**src/rtl/fifo_arb_pkg.sv**
```systemverilog
// Shared types and helpers for the FIFO write arbiter.
package fifo_arb_pkg;

    typedef enum logic {
        IDLE  = 1'b0,
        BURST = 1'b1
    } arb_state_t;

    // Modulo-n increment of an index, used to rotate round-robin priority.
    function automatic int unsigned next_idx(input int unsigned idx, input int unsigned n);
        return (idx + 1 >= n) ? 0 : idx + 1;
    endfunction

endpackage

```
**src/rtl/rr_pick.sv**
```systemverilog
// Round-robin winner selection: first requester at or after rr_ptr, with wrap.
module rr_pick #(
    parameter  int N_REQ = 4,
    localparam int ID_W  = $clog2(N_REQ)
) (
    input  logic [N_REQ-1:0] req,
    input  logic [ID_W-1:0]  rr_ptr,
    output logic             found,
    output logic [ID_W-1:0]  winner
);

    localparam int SUM_W = ID_W + 1;

    logic [2*N_REQ-1:0] dbl;
    logic [N_REQ-1:0]   rot;
    logic [ID_W-1:0]    offset;
    logic [SUM_W-1:0]   sum;

    // Rotate the doubled request vector so rr_ptr lands on bit 0, then take
    // the lowest set bit and map its offset back to an absolute index.
    always_comb begin
        dbl    = {req, req} >> rr_ptr;
        rot    = dbl[N_REQ-1:0];
        found  = |rot;
        offset = '0;
        for (int i = N_REQ - 1; i >= 0; i--) begin
            if (rot[i]) begin
                offset = ID_W'(i);
            end
        end
        sum = {1'b0, rr_ptr} + {1'b0, offset};
        if (sum >= SUM_W'(N_REQ)) begin
            sum = sum - SUM_W'(N_REQ);
        end
        winner = sum[ID_W-1:0];
    end

endmodule

```
**src/rtl/fifo_write_arbiter.sv**
```systemverilog
// Round-robin burst arbiter sharing one FIFO write port among N_REQ producers.
module fifo_write_arbiter
    import fifo_arb_pkg::*;
#(
    parameter  int N_REQ     = 4,
    parameter  int WIDTH     = 8,
    parameter  int MAX_BURST = 4,
    localparam int ID_W      = $clog2(N_REQ)
) (
    input  logic                 clk,
    input  logic                 reset,
    input  logic [N_REQ-1:0]     req,
    input  logic [WIDTH-1:0]     data [N_REQ],
    output logic [N_REQ-1:0]     grant,
    input  logic                 fifo_full,
    output logic                 fifo_write_request,
    output logic [WIDTH-1:0]     fifo_data_in,
    output logic [ID_W-1:0]      fifo_src_id,
    output logic                 busy
);

    localparam int CNT_W = $clog2(MAX_BURST + 1);

    arb_state_t       state_q, state_d;
    logic [ID_W-1:0]  owner_q, owner_d;
    logic [ID_W-1:0]  rr_ptr_q, rr_ptr_d;
    logic [CNT_W-1:0] burst_cnt_q, burst_cnt_d;

    logic             pick_found;
    logic [ID_W-1:0]  pick_winner;
    logic             gnt_valid;
    logic [ID_W-1:0]  gnt_id;
    logic [CNT_W-1:0] cnt_inc;

    rr_pick #(
        .N_REQ (N_REQ)
    ) u_rr_pick (
        .req    (req),
        .rr_ptr (rr_ptr_q),
        .found  (pick_found),
        .winner (pick_winner)
    );

    // Arbitration state register; reset aborts any burst and restores priority to producer 0.
    always_ff @(posedge clk) begin
        if (reset) begin
            state_q     <= IDLE;
            owner_q     <= '0;
            rr_ptr_q    <= '0;
            burst_cnt_q <= '0;
        end else begin
            state_q     <= state_d;
            owner_q     <= owner_d;
            rr_ptr_q    <= rr_ptr_d;
            burst_cnt_q <= burst_cnt_d;
        end
    end

    // Next-state and grant decision; a full FIFO or reset suppresses any write.
    always_comb begin
        state_d     = state_q;
        owner_d     = owner_q;
        rr_ptr_d    = rr_ptr_q;
        burst_cnt_d = burst_cnt_q;
        gnt_valid   = 1'b0;
        gnt_id      = '0;
        cnt_inc     = burst_cnt_q + CNT_W'(1);

        if (!reset && !fifo_full) begin
            case (state_q)
                IDLE: begin
                    if (pick_found) begin
                        gnt_valid   = 1'b1;
                        gnt_id      = pick_winner;
                        owner_d     = pick_winner;
                        burst_cnt_d = CNT_W'(1);
                        if (MAX_BURST == 1) begin
                            rr_ptr_d = ID_W'(next_idx(32'(pick_winner), N_REQ));
                        end else begin
                            state_d = BURST;
                        end
                    end
                end
                BURST: begin
                    if (req[owner_q]) begin
                        gnt_valid   = 1'b1;
                        gnt_id      = owner_q;
                        burst_cnt_d = cnt_inc;
                        if (cnt_inc == CNT_W'(MAX_BURST)) begin
                            state_d  = IDLE;
                            rr_ptr_d = ID_W'(next_idx(32'(owner_q), N_REQ));
                        end
                    end else begin
                        // Owner withdrew mid-burst: spend one bubble releasing the lock.
                        state_d  = IDLE;
                        rr_ptr_d = ID_W'(next_idx(32'(owner_q), N_REQ));
                    end
                end
                default: begin
                    state_d = IDLE;
                end
            endcase
        end
    end

    // Output mux: everything is zero unless a write is issued this cycle.
    always_comb begin
        grant              = '0;
        fifo_write_request = gnt_valid;
        fifo_data_in       = '0;
        fifo_src_id        = '0;
        busy               = (state_q == BURST) && !reset;
        if (gnt_valid) begin
            grant        = N_REQ'(1) << gnt_id;
            fifo_data_in = data[gnt_id];
            fifo_src_id  = gnt_id;
        end
    end

endmodule

```
**config.mk**
```make
export PLATFORM = sky130hd
export DESIGN_NAME = fifo_write_arbiter
export DESIGN_NICKNAME = d
export VERILOG_FILES = /design/src/rtl/fifo_arb_pkg.sv /design/src/rtl/rr_pick.sv /design/src/rtl/fifo_write_arbiter.sv
export SDC_FILE = /design/constraint.sdc
export NUM_CORES = 1
export LEC_CHECK = 0
export ABC_AREA = 1
export CAP_MARGIN = 20
export CELL_PAD_IN_SITES_DETAIL_PLACEMENT = 0
export CELL_PAD_IN_SITES_GLOBAL_PLACEMENT = 1
export CORE_ASPECT_RATIO = 1.4
export CORE_MARGIN = 3
export CORE_UTILIZATION = 23
export DETAILED_ROUTE_END_ITERATION = 10
export PLACE_DENSITY_LB_ADDON = 0.12
export SLEW_MARGIN = 20
export SYNTH_ARGS = -nofsm -noshare
export SYNTH_HDL_FRONTEND = slang
export SYNTH_SLANG_ARGS = --single-unit
export TNS_END_PERCENT = 5
```
**constraint.sdc**
```tcl
create_clock -name clk -period 2.3 [get_ports clk]
set_clock_uncertainty 0.05 [all_clocks]
set_input_delay 0.345 -clock clk [delete_from_list [all_inputs] [get_ports clk]]
set_output_delay 0.345 -clock clk [all_outputs]
set_load 0.005 [all_outputs]
```
* After elaboration in Yosys (flattened, before gate mapping) *
Cells that the tools add are included.

storage, ports and cells
  flip-flop bits (word level) = 8
  input port bits = 39
  output and inout port bits = 16
  word-level logic and storage cells = 58

cells by class
  add/subtract/negate cells = 4
  $lt $le $gt $ge = 4
  eq/ne operators = 4
  shift operators = 2
  multiplexer cells = 30
  bitwise logic cells = 2
  reductions and logical operators = 8

operators by type and width
  kind                   number
  $mux W2                12
  $mux W8                3
  $bmux W8 S2            1
  $ge A3 B3 Y1 const B   3
  $reduce_and A3 Y1      3
  $shr A8 B2 Y4          1
  $mux W1                6
  $mux W3                2
  $pmux W3 S2            1
  $mux W4                1
  $ne A2 B1 Y1 const B   2
  $pmux W1 S2            2
  $pmux W2 S2            1
  $reduce_or A4 Y1       1
  $shl A1 B2 Y4 const A  1
  $add A2 B1 Y3 const B  1
  $add A2 B2 Y3          1
  $add A3 B1 Y3 const B  1
  $eq A3 B3 Y1 const B   1
  $lt A2 B3 Y1 const B   1
  $not A2 Y3             1
  $bmux W1 S2            1
  $logic_and A1 B1 Y1    2
  $logic_not A1 Y1       2
  other kinds (3)        3

* Logic depth before layout (Yosys ltp) *
  depth after elaboration = 16
  mapped depth = 15
  depth with buffers taken out = 15

* Modules after synthesis *
Synthesis repeated with hierarchy kept, for this count alone.

unflattened totals
  cell total of the unflattened synthesis = 181
  area, all modules = 1149.9 µm²

by module, submodules not included
  module              times used  cells each  area an instance (µm²)  sequential area each (µm²)
  fifo_write_arbiter  1           146         984.7                   160.2
  rr_pick             1           35          165.2                   0.0

* Least setup slack after synthesis *
No wires, ideal clock.

  path kind = register to output
  start point = reg rr_ptr_q[0]
  end point = out fifo_data_in[1]
  data arrival time = 1884 ps
  required time = 1905 ps
  path slack = 21 ps
  cell stages (with the launch flop) = 16
  path buffers = 1
  cell sequence = dfxtp_1 > inv_2 > nand2_1 > nand3_1 > nand2_1 > nand3_1 > a21boi_0 > ha_1 > xor2_1 > inv_1 > nand2_1 > nand3_2 > nand2_2 > clkbuf_4 > nand2_1 > a21oi_2

between the ends
  cells in the longest elaborated chain, start to end = 16
  elaborated cells between the ends (all ways) = 21
  classes of those cells = 2 x add/sub; 1 x order compare; 1 x shift; 15 x mux; 1 x bitwise; 1 x reduce/logical

RTL lines
  what                                           RTL line                      text
  from (decl)                                    fifo_write_arbiter.sv:26      logic [ID_W-1:0] rr_ptr_q, rr_ptr_d;
  from (signal assigned)                         fifo_write_arbiter.sv:54      rr_ptr_q <= rr_ptr_d;
  $shr A8 B2 Y4                                  rr_pick.sv:22                 dbl = {req, req} >> rr_ptr;
  $mux W2 (4 in a row)                           rr_pick.sv:27                 if (rot[i]) begin
  $add A2 B2 Y3                                  rr_pick.sv:31                 sum = {1'b0, rr_ptr} + {1'b0, offset};
  $ge A3 B3 Y1 or $sub A2 B1 Y2 (tied branches)  rr_pick.sv:32, rr_pick.sv:33
  $mux W2                                        rr_pick.sv:32                 if (sum >= SUM_W'(N_REQ)) begin
  $mux W2                                        fifo_write_arbiter.sv:72      if (pick_found) begin
  $pmux W2 S2                                    fifo_write_arbiter.sv:70      case (state_q)
  $mux W2                                        fifo_write_arbiter.sv:69      if (!reset && !fifo_full) begin
  $not A2 Y3 (implied by the code)               fifo_write_arbiter.sv:115     fifo_data_in = data[gnt_id];
  $bmux W8 S2                                    fifo_write_arbiter.sv:115
  $mux W8 (implied by the code) (2 in a row)     fifo_write_arbiter.sv:115
  $mux W8 *                                      fifo_write_arbiter.sv:113     if (gnt_valid) begin
  to (decl)                                      fifo_write_arbiter.sv:17      output logic [WIDTH-1:0] fifo_data_in,

Mark *: on every way between the ends. The rest lies on a longest branch, timed or not. The select of a mux whose other input is x is not followed.

* Final worst setup path *
  start point = reg rr_ptr_q[0]
  end point = out fifo_data_in[4]

The elaborated chain is that of the path after synthesis.

==> impl_metrics.json <==
{
  "p_leak_nw": 0.9873,
  "numCtsBuffers": 3,
  "die_y_um": 85.75,
  "clkPwrFrac": 0.258,
  "met1_usage": 0.1211,
  "rows": 28,
  "power_w": 0.0006643,
  "nFillCells": 475,
  "yosys_warnings": 0,
  "grt_usage": 0.1387,
  "p_int_w": 0.0004468,
  "cts.sinks": 8,
  "synth_ff_type": "dfxtp_1",
  "drcViolationCount": 0,
  "synth_top_area_frac": 0.2479,
  "wl_per_cell_um": 11.63,
  "violations": "setup timing",
  "slew_headroom": 0.8430,
  "max_freq_mhz": 384.5,
  "synth_commonest_cells": "69 x nand2_1, 27 x nand3_1, 10 x inv_1",
  "grt_max_degree": 21,
  "synth_area_sq_um": 1045,
  "finalHoldViolations": 0,
  "crit_required_ns": 1.90,
  "final_util": 0.4663,
  "ys_seq_elements": 8,
  "setup_viol": 14,
  "synth_fp_nets": 222,
  "end_kind": "output pin",
  "power-per-cell-area_nw_per_um2": 330.6,
  "gp_routability_congestion": 0.7503,
  "min_period_ns": 2.601,
  "initial_core_util": 0.2425,
  "yosysSeqAreaShare": 0.1533,
  "synth_edf_count": 0,
  "ant_nets": 0,
  "netlist_top_cells_area": "nand2_1 25%, dfxtp_1 15%, nand3_1 13%",
  "cp_max_fo": 6,
  "area_growth_pct": 92.34,
  "overflow": 0,
  "ir_drop_uv": 168.3,
  "slew_violations": 0,
  "pwr-share-comb": 0.501,
  "fin_ws_ns": -0.3007,
  "reg2regPathDepth": 16,
  "grt_pass1_vias": 1479,
  "worstSetupStartpointType": "register",
  "drt-initial-drc-count": 37,
  "synthDistinctLibCells": 28,
  "fin_crit_sh": 1.131,
  "grt_use_met3": 0.04325,
  "insertion_delay_ns": 0.23,
  "critPathArrivalTime_ns": 2.21,
  "clk_pin_slew_ns": 0.04,
  "hold_buffers": 0,
  "die_area_sq_um": 5399,
  "grt_pass1_wl_um": 6009,
  "layout.nets": 311,
  "wl_um": 3791,
  "synthArstFlopShare": 0,
  "finalSetupTns_ns": -3.535,
  "switching_share": 0.3274,
  "max-cap-violations": 0,
  "pin_count": 55,
  "met2_usage": 0.2824,
  "hpwl_um": 3038,
  "critPathKind": "reg -> out",
  "switchingPower_w": 0.0002175,
  "min_delay_path_depth": 2,
  "grt.busiest_layer": "met2",
  "clockBufferDepth": 2,
  "cts_max_level": 1,
  "synth_most_common_cell": "nand2_1",
  "drt_pass1_iterations": 4,
  "diodes": 0,
  "drive_above_1_share": 0.3797,
  "cts_tree": "done",
  "antenna_found_initial": 0,
  "yosys.area.top_type": "nand2_1",
  "vias": 1456,
  "rsz0062_at_grt": "yes",
  "core_sq_um": 4309,
  "cts_root_buf": "clkbuf_8",
  "synthCells": 179,
  "dieWidth_um": 62.96,
  "hold_path_class": "reg -> reg",
  "vias_per_cell": 4.466,
  "power_frac_seq": 0.241,
  "numPortBuffers": 54,
  "status": "finished, violations left",
  "tightest_slew_ns": 0.2347,
  "syn_area_per_cell_sq_um": 5.837
}
-- power by group through the flow --
| stage | Sequential, W | Combinational [W] | Clock (W) |
|---|---|---|---|
| floorplan | 0.000161 | 0.000142 | 0 |
| global placement | 0.000162 | 0.000317 | 0 |
| detailed placement | 0.000162 | 0.000321 | 0 |
| CTS | 0.000160 | 0.000325 | 0.000180 |
| global route | 0.000162 | 0.000366 | 0.000192 |
| finish | 0.000160 | 0.000333 | 0.000171 |
-- state kept, by name, indices dropped and copies added, names as in the netlist --
signal and count:
burst_cnt_q 3, owner_q 2, state_q 1, rr_ptr_q 2
-- final cells by class --
class	count	area, sq um	area share
Clock buffer	3	41.29	0.02055
Sequential cell	8	165.2	0.08219
Inverter	16	67.56	0.03362
Multi-Input combinational cell	149	877.1	0.4365
Timing Repair Buffer	90	783.3	0.3898
Tap cell	60	75.07	0.03736
-- worst paths after layout --
path	from	endpoint	slack, ns
max	rr_ptr_q[0]	fifo_data_in[4]	-0.30
min	owner_q[1]	owner_q[1]	0.48
max reg2reg	rr_ptr_q[0]	burst_cnt_q[1]	0.30
min reg2reg	owner_q[1]	owner_q[1]	0.48
-- metal layers --
layer | wire (um) | vias to the layer above
li1 | - | 758
met1 | 1334 | 638
met2 | 2145 | 52
met3 | 227 | 8
met4 | 84 | 0
met5 | 0 | -
-- what timing repair did --
action | CTS | global route
buffers inserted | 3 | 2
resized for setup | 76 | 13
endpoints found under the setup margin | 18 | 15
pin swaps | 11 | 9
-- worst max-delay path, cell delays in order, from the launching register on --
cell	delay [ns]
dfxtp_4	0.40
inv_6	0.06
nand2_2	0.07
nand3_2	0.06
nand2_2	0.07
nand3_2	0.07
a21boi_2	0.12
ha_2	0.20
xor2_2	0.15
inv_1	0.06
nand2_1	0.09
nand3_2	0.09
nand2_4	0.10
buf_6	0.13
nand2_2	0.05
a21oi_2	0.13
buf_2	0.12
-- per-stage QoR --
step | area, sq um | worst slack (ns) | hold slack, ns | instances
floorplan | 1045 | 0.02050 | 0.3641 | 179
global placement | 1868 | -0.9199 | 0.4643 | 318
detailed placement | 1868 | -0.9494 | 0.4755 | 318
CTS | 1951 | -0.3217 | 0.4863 | 324
global route | 2009 | -0.5181 | 0.5415 | 326
finish | 2009 | -0.3007 | 0.4837 | 326
-- layout by cell type, fill, tap and decap left out, types with 2 or more instances in the layout --
cell and count:
nand2_1 60, clkdlybuf4s50_1 34, buf_4 32, nand3_1 22
nand2_2 11, buf_2 11, inv_1 10, nand3_2 8
a21oi_2 8, a21oi_1 7, dlygate4sd2_1 7, dfxtp_1 6
nor2_1 5, o21ai_0 5, inv_2 4, nor2_2 4
ha_1 3, clkbuf_8 3, nor3_2 2, nand2_4 2
buf_6 2, buf_12 2
-- cells by family after synthesis --
kind of cell,after synthesis,synth area share
flip-flops,8,0.1533
AND/OR/NAND/NOR,118,0.5162
adder cells (fa/ha/maj),4,0.04791
AO/OA/AOI/OAI,25,0.1605
buffers and inverters,22,0.1054
XOR/XNOR,2,0.01677
Power figures use the tool's default switching activity.
==> edit (same settings) <==
Reset style: asynchronous (`reset`), changed in one clocked block.
--- a/src/rtl/fifo_write_arbiter.sv
+++ b/src/rtl/fifo_write_arbiter.sv
@@ -42,7 +42,7 @@
     );
 
     // Arbitration state register; reset aborts any burst and restores priority to producer 0.
-    always_ff @(posedge clk) begin
+    always_ff @(posedge clk or posedge reset) begin
         if (reset) begin
             state_q     <= IDLE;
             owner_q     <= '0;
Check against the original RTL: same outputs for any inputs over 10 cycles, from zero or initial values and one cycle with reset high; that may be too few to reach the edited logic, so the function may still have changed.
==> edit against the unedited design <==
The flow still finishes with violations (negative setup slack); wire length up 12%; global-route usage up 0.68 points; sequential cell count unchanged; die area up 11%; non-clock buffer count up 15; via count up 6.9%; design area up 13%; first-iteration DRC count up 30%; setup slack worse by 0.26 ns; count of clock-buffer cells in the layout unchanged; synthesized area up 12%; critical endpoint is now fifo_data_in[1].
Power is left out: it rests on default switching activity, and per cell area and clock period it moved more than threefold.
==> edit: results (changes against the unedited design) <==
synth_ff_type: "dfrtp_1"
fin_setup_tns_ns: -6.97  # -3.44 ns
dr.pass1.iters: 4  # unchanged
worstRegToRegCells: 16  # unchanged
async_reset_ff_frac: 1.00  # +1.00
clk_latency_ns: 0.23  # about the same
critical_path.max_stage_delay_ns: 0.46  # +0.06 ns
drive_above_1_share: 0.431  # +0.0509
cts-root-buf: "clkbuf_8"
layout.nets: 333  # +7.1%
reg2reg_from: "rr_ptr_q[0]$_DFFE_PP0P_"
crit_end: "fifo_data_in[1]"
gp_congestion: 0.742  # -1.1%
avgRoutedWirePerCell_um: 12.0  # +3.6%
reg_top3: "burst_cnt_q x3, owner_q x2, rr_ptr_q x2"
arrival_ns: 2.46  # +0.25 ns
clock_path_buffers: 2  # unchanged
yosys_warnings: 0  # unchanged
violations: "negative setup slack"
synthDistinctLibCells: 31  # +11%
tightest_slew_ns: 0.331  # +0.0965 ns
worstSetupPathType: "reg -> out"
grt_max_degree: 13  # -38%
synth_area_leaders: "nand2_1 (21%), dfrtp_1 (17%), nand3_1 (11%)"
antenna_found_initial: 0  # unchanged
grt_pass1_wl_um: 7020  # +17%
htreeDepth: 1  # unchanged
antenna_cells: 0  # unchanged
crit_fanout: 6  # unchanged
place.port_buffers: 54  # unchanged
worst_slack_ns: -0.558  # -0.257 ns
routed_via_density: 4.42  # -0.96%
synthTopCellsByCount: "nand2_1 (65), nand3_1 (25), nand2_2 (11), inv_1 (10), nand4_1 (9)"
setup_viol: 15  # +1
dp_hpwl_um: 3440  # +13%
reg2reg_to: "burst_cnt_q[0]$_DFFE_PP0P_"
crit_slowest_cell: "dfrtp_2"
hp-class: "reg -> reg"
nFillCells: 555  # +17%
cts_made_buffers: 3  # unchanged
synth_nets: 227  # +2.3%
yosysSeqAreaShare: 0.171  # +0.0175
status: "finished, violations left"
dr.first_iter.drc_count: 48  # +30%
ff2ff_setup_slack_ns: 0.20  # -0.10 ns
grtUsageTotal: 0.146  # +0.00682
cts.reportedPaths.clkPinSlew_ns: 0.04  # about the same
grt_pass1_vias: 1644  # +11%
-- edit: stage by stage --
step	util	setup slack, ns	instance area (um2)	instances
after floorplan	-	0.0138	1170	184
after global placement	0.415	-1.02	2030	333
after detailed placement	0.415	-1.03	2030	333
after CTS	0.450	-0.580	2200	350
after global routing	0.467	-0.737	2280	352
final	0.467	-0.558	2280	352
-- edit: kinds of logic after synthesis --
group,after synthesis,share of synthesized area
adders and majority gates,4,0.0427
xor gates and xnor gates,2,0.0149
DFF,8,0.171
and+or+nand+nor,129,0.551
AOI/OAI and AO/OA,20,0.111
buffers and inverters,21,0.110
-- edit: area by class of cell --
cell class                      count  area, um2  share of cell area
Inverter                           16       75.1              0.0330
Clock buffer                        3       41.3              0.0181
Multi-Input combinational cell    156        967               0.425
Tap cell                           64       80.1              0.0352
Sequential cell                     8        203              0.0890
Timing Repair Buffer              105        911               0.400
-- edit: what timing repair did --
action	4_1_cts	5_1_grt
setup endpoints to repair	15	16
hold buffers	0	0
gates resized for setup	69	25
pin swaps	12	17
setup buffers	13	2
cloned	1	0
endpoints found under the hold margin	0	0
-- edit: routing by layer --
metal  vias up  GRT usage  share of wire
met4         0     0.0153         0.0028
met2        40      0.293           0.57
met3         2     0.0374          0.057
met1       695      0.146           0.37
li1        820          -              -
met5         -          0              0
-- edit: worst min-delay path by stage --
| stage | from | end | slack (ns) | cells after the start |
|---|---|---|---|---|
| after floorplan | reset | burst_cnt_q[0]$_DFFE_PP0P_ | 0.11 | 1 |
| after global placement | burst_cnt_q[2]$_DFFE_PP0P_ | burst_cnt_q[2]$_DFFE_PP0P_ | 0.45 | 2 |
| after detailed placement | burst_cnt_q[2]$_DFFE_PP0P_ | burst_cnt_q[2]$_DFFE_PP0P_ | 0.45 | 2 |
| after CTS | burst_cnt_q[2]$_DFFE_PP0P_ | burst_cnt_q[2]$_DFFE_PP0P_ | 0.46 | 2 |
| after global routing | burst_cnt_q[2]$_DFFE_PP0P_ | burst_cnt_q[2]$_DFFE_PP0P_ | 0.50 | 2 |
| final | burst_cnt_q[2]$_DFFE_PP0P_ | burst_cnt_q[2]$_DFFE_PP0P_ | 0.45 | 2 |
-- edit: worst max-delay path, delay by kind of cell (launching register included) --
family | cells | cell delay (ns)
AOI/OAI and AO/OA | 2 | 0.28
xor gates and xnor gates | 1 | 0.14
adders and majority gates | 1 | 0.17
buffers and inverters | 4 | 0.40
DFF | 1 | 0.46
and+or+nand+nor | 9 | 0.77
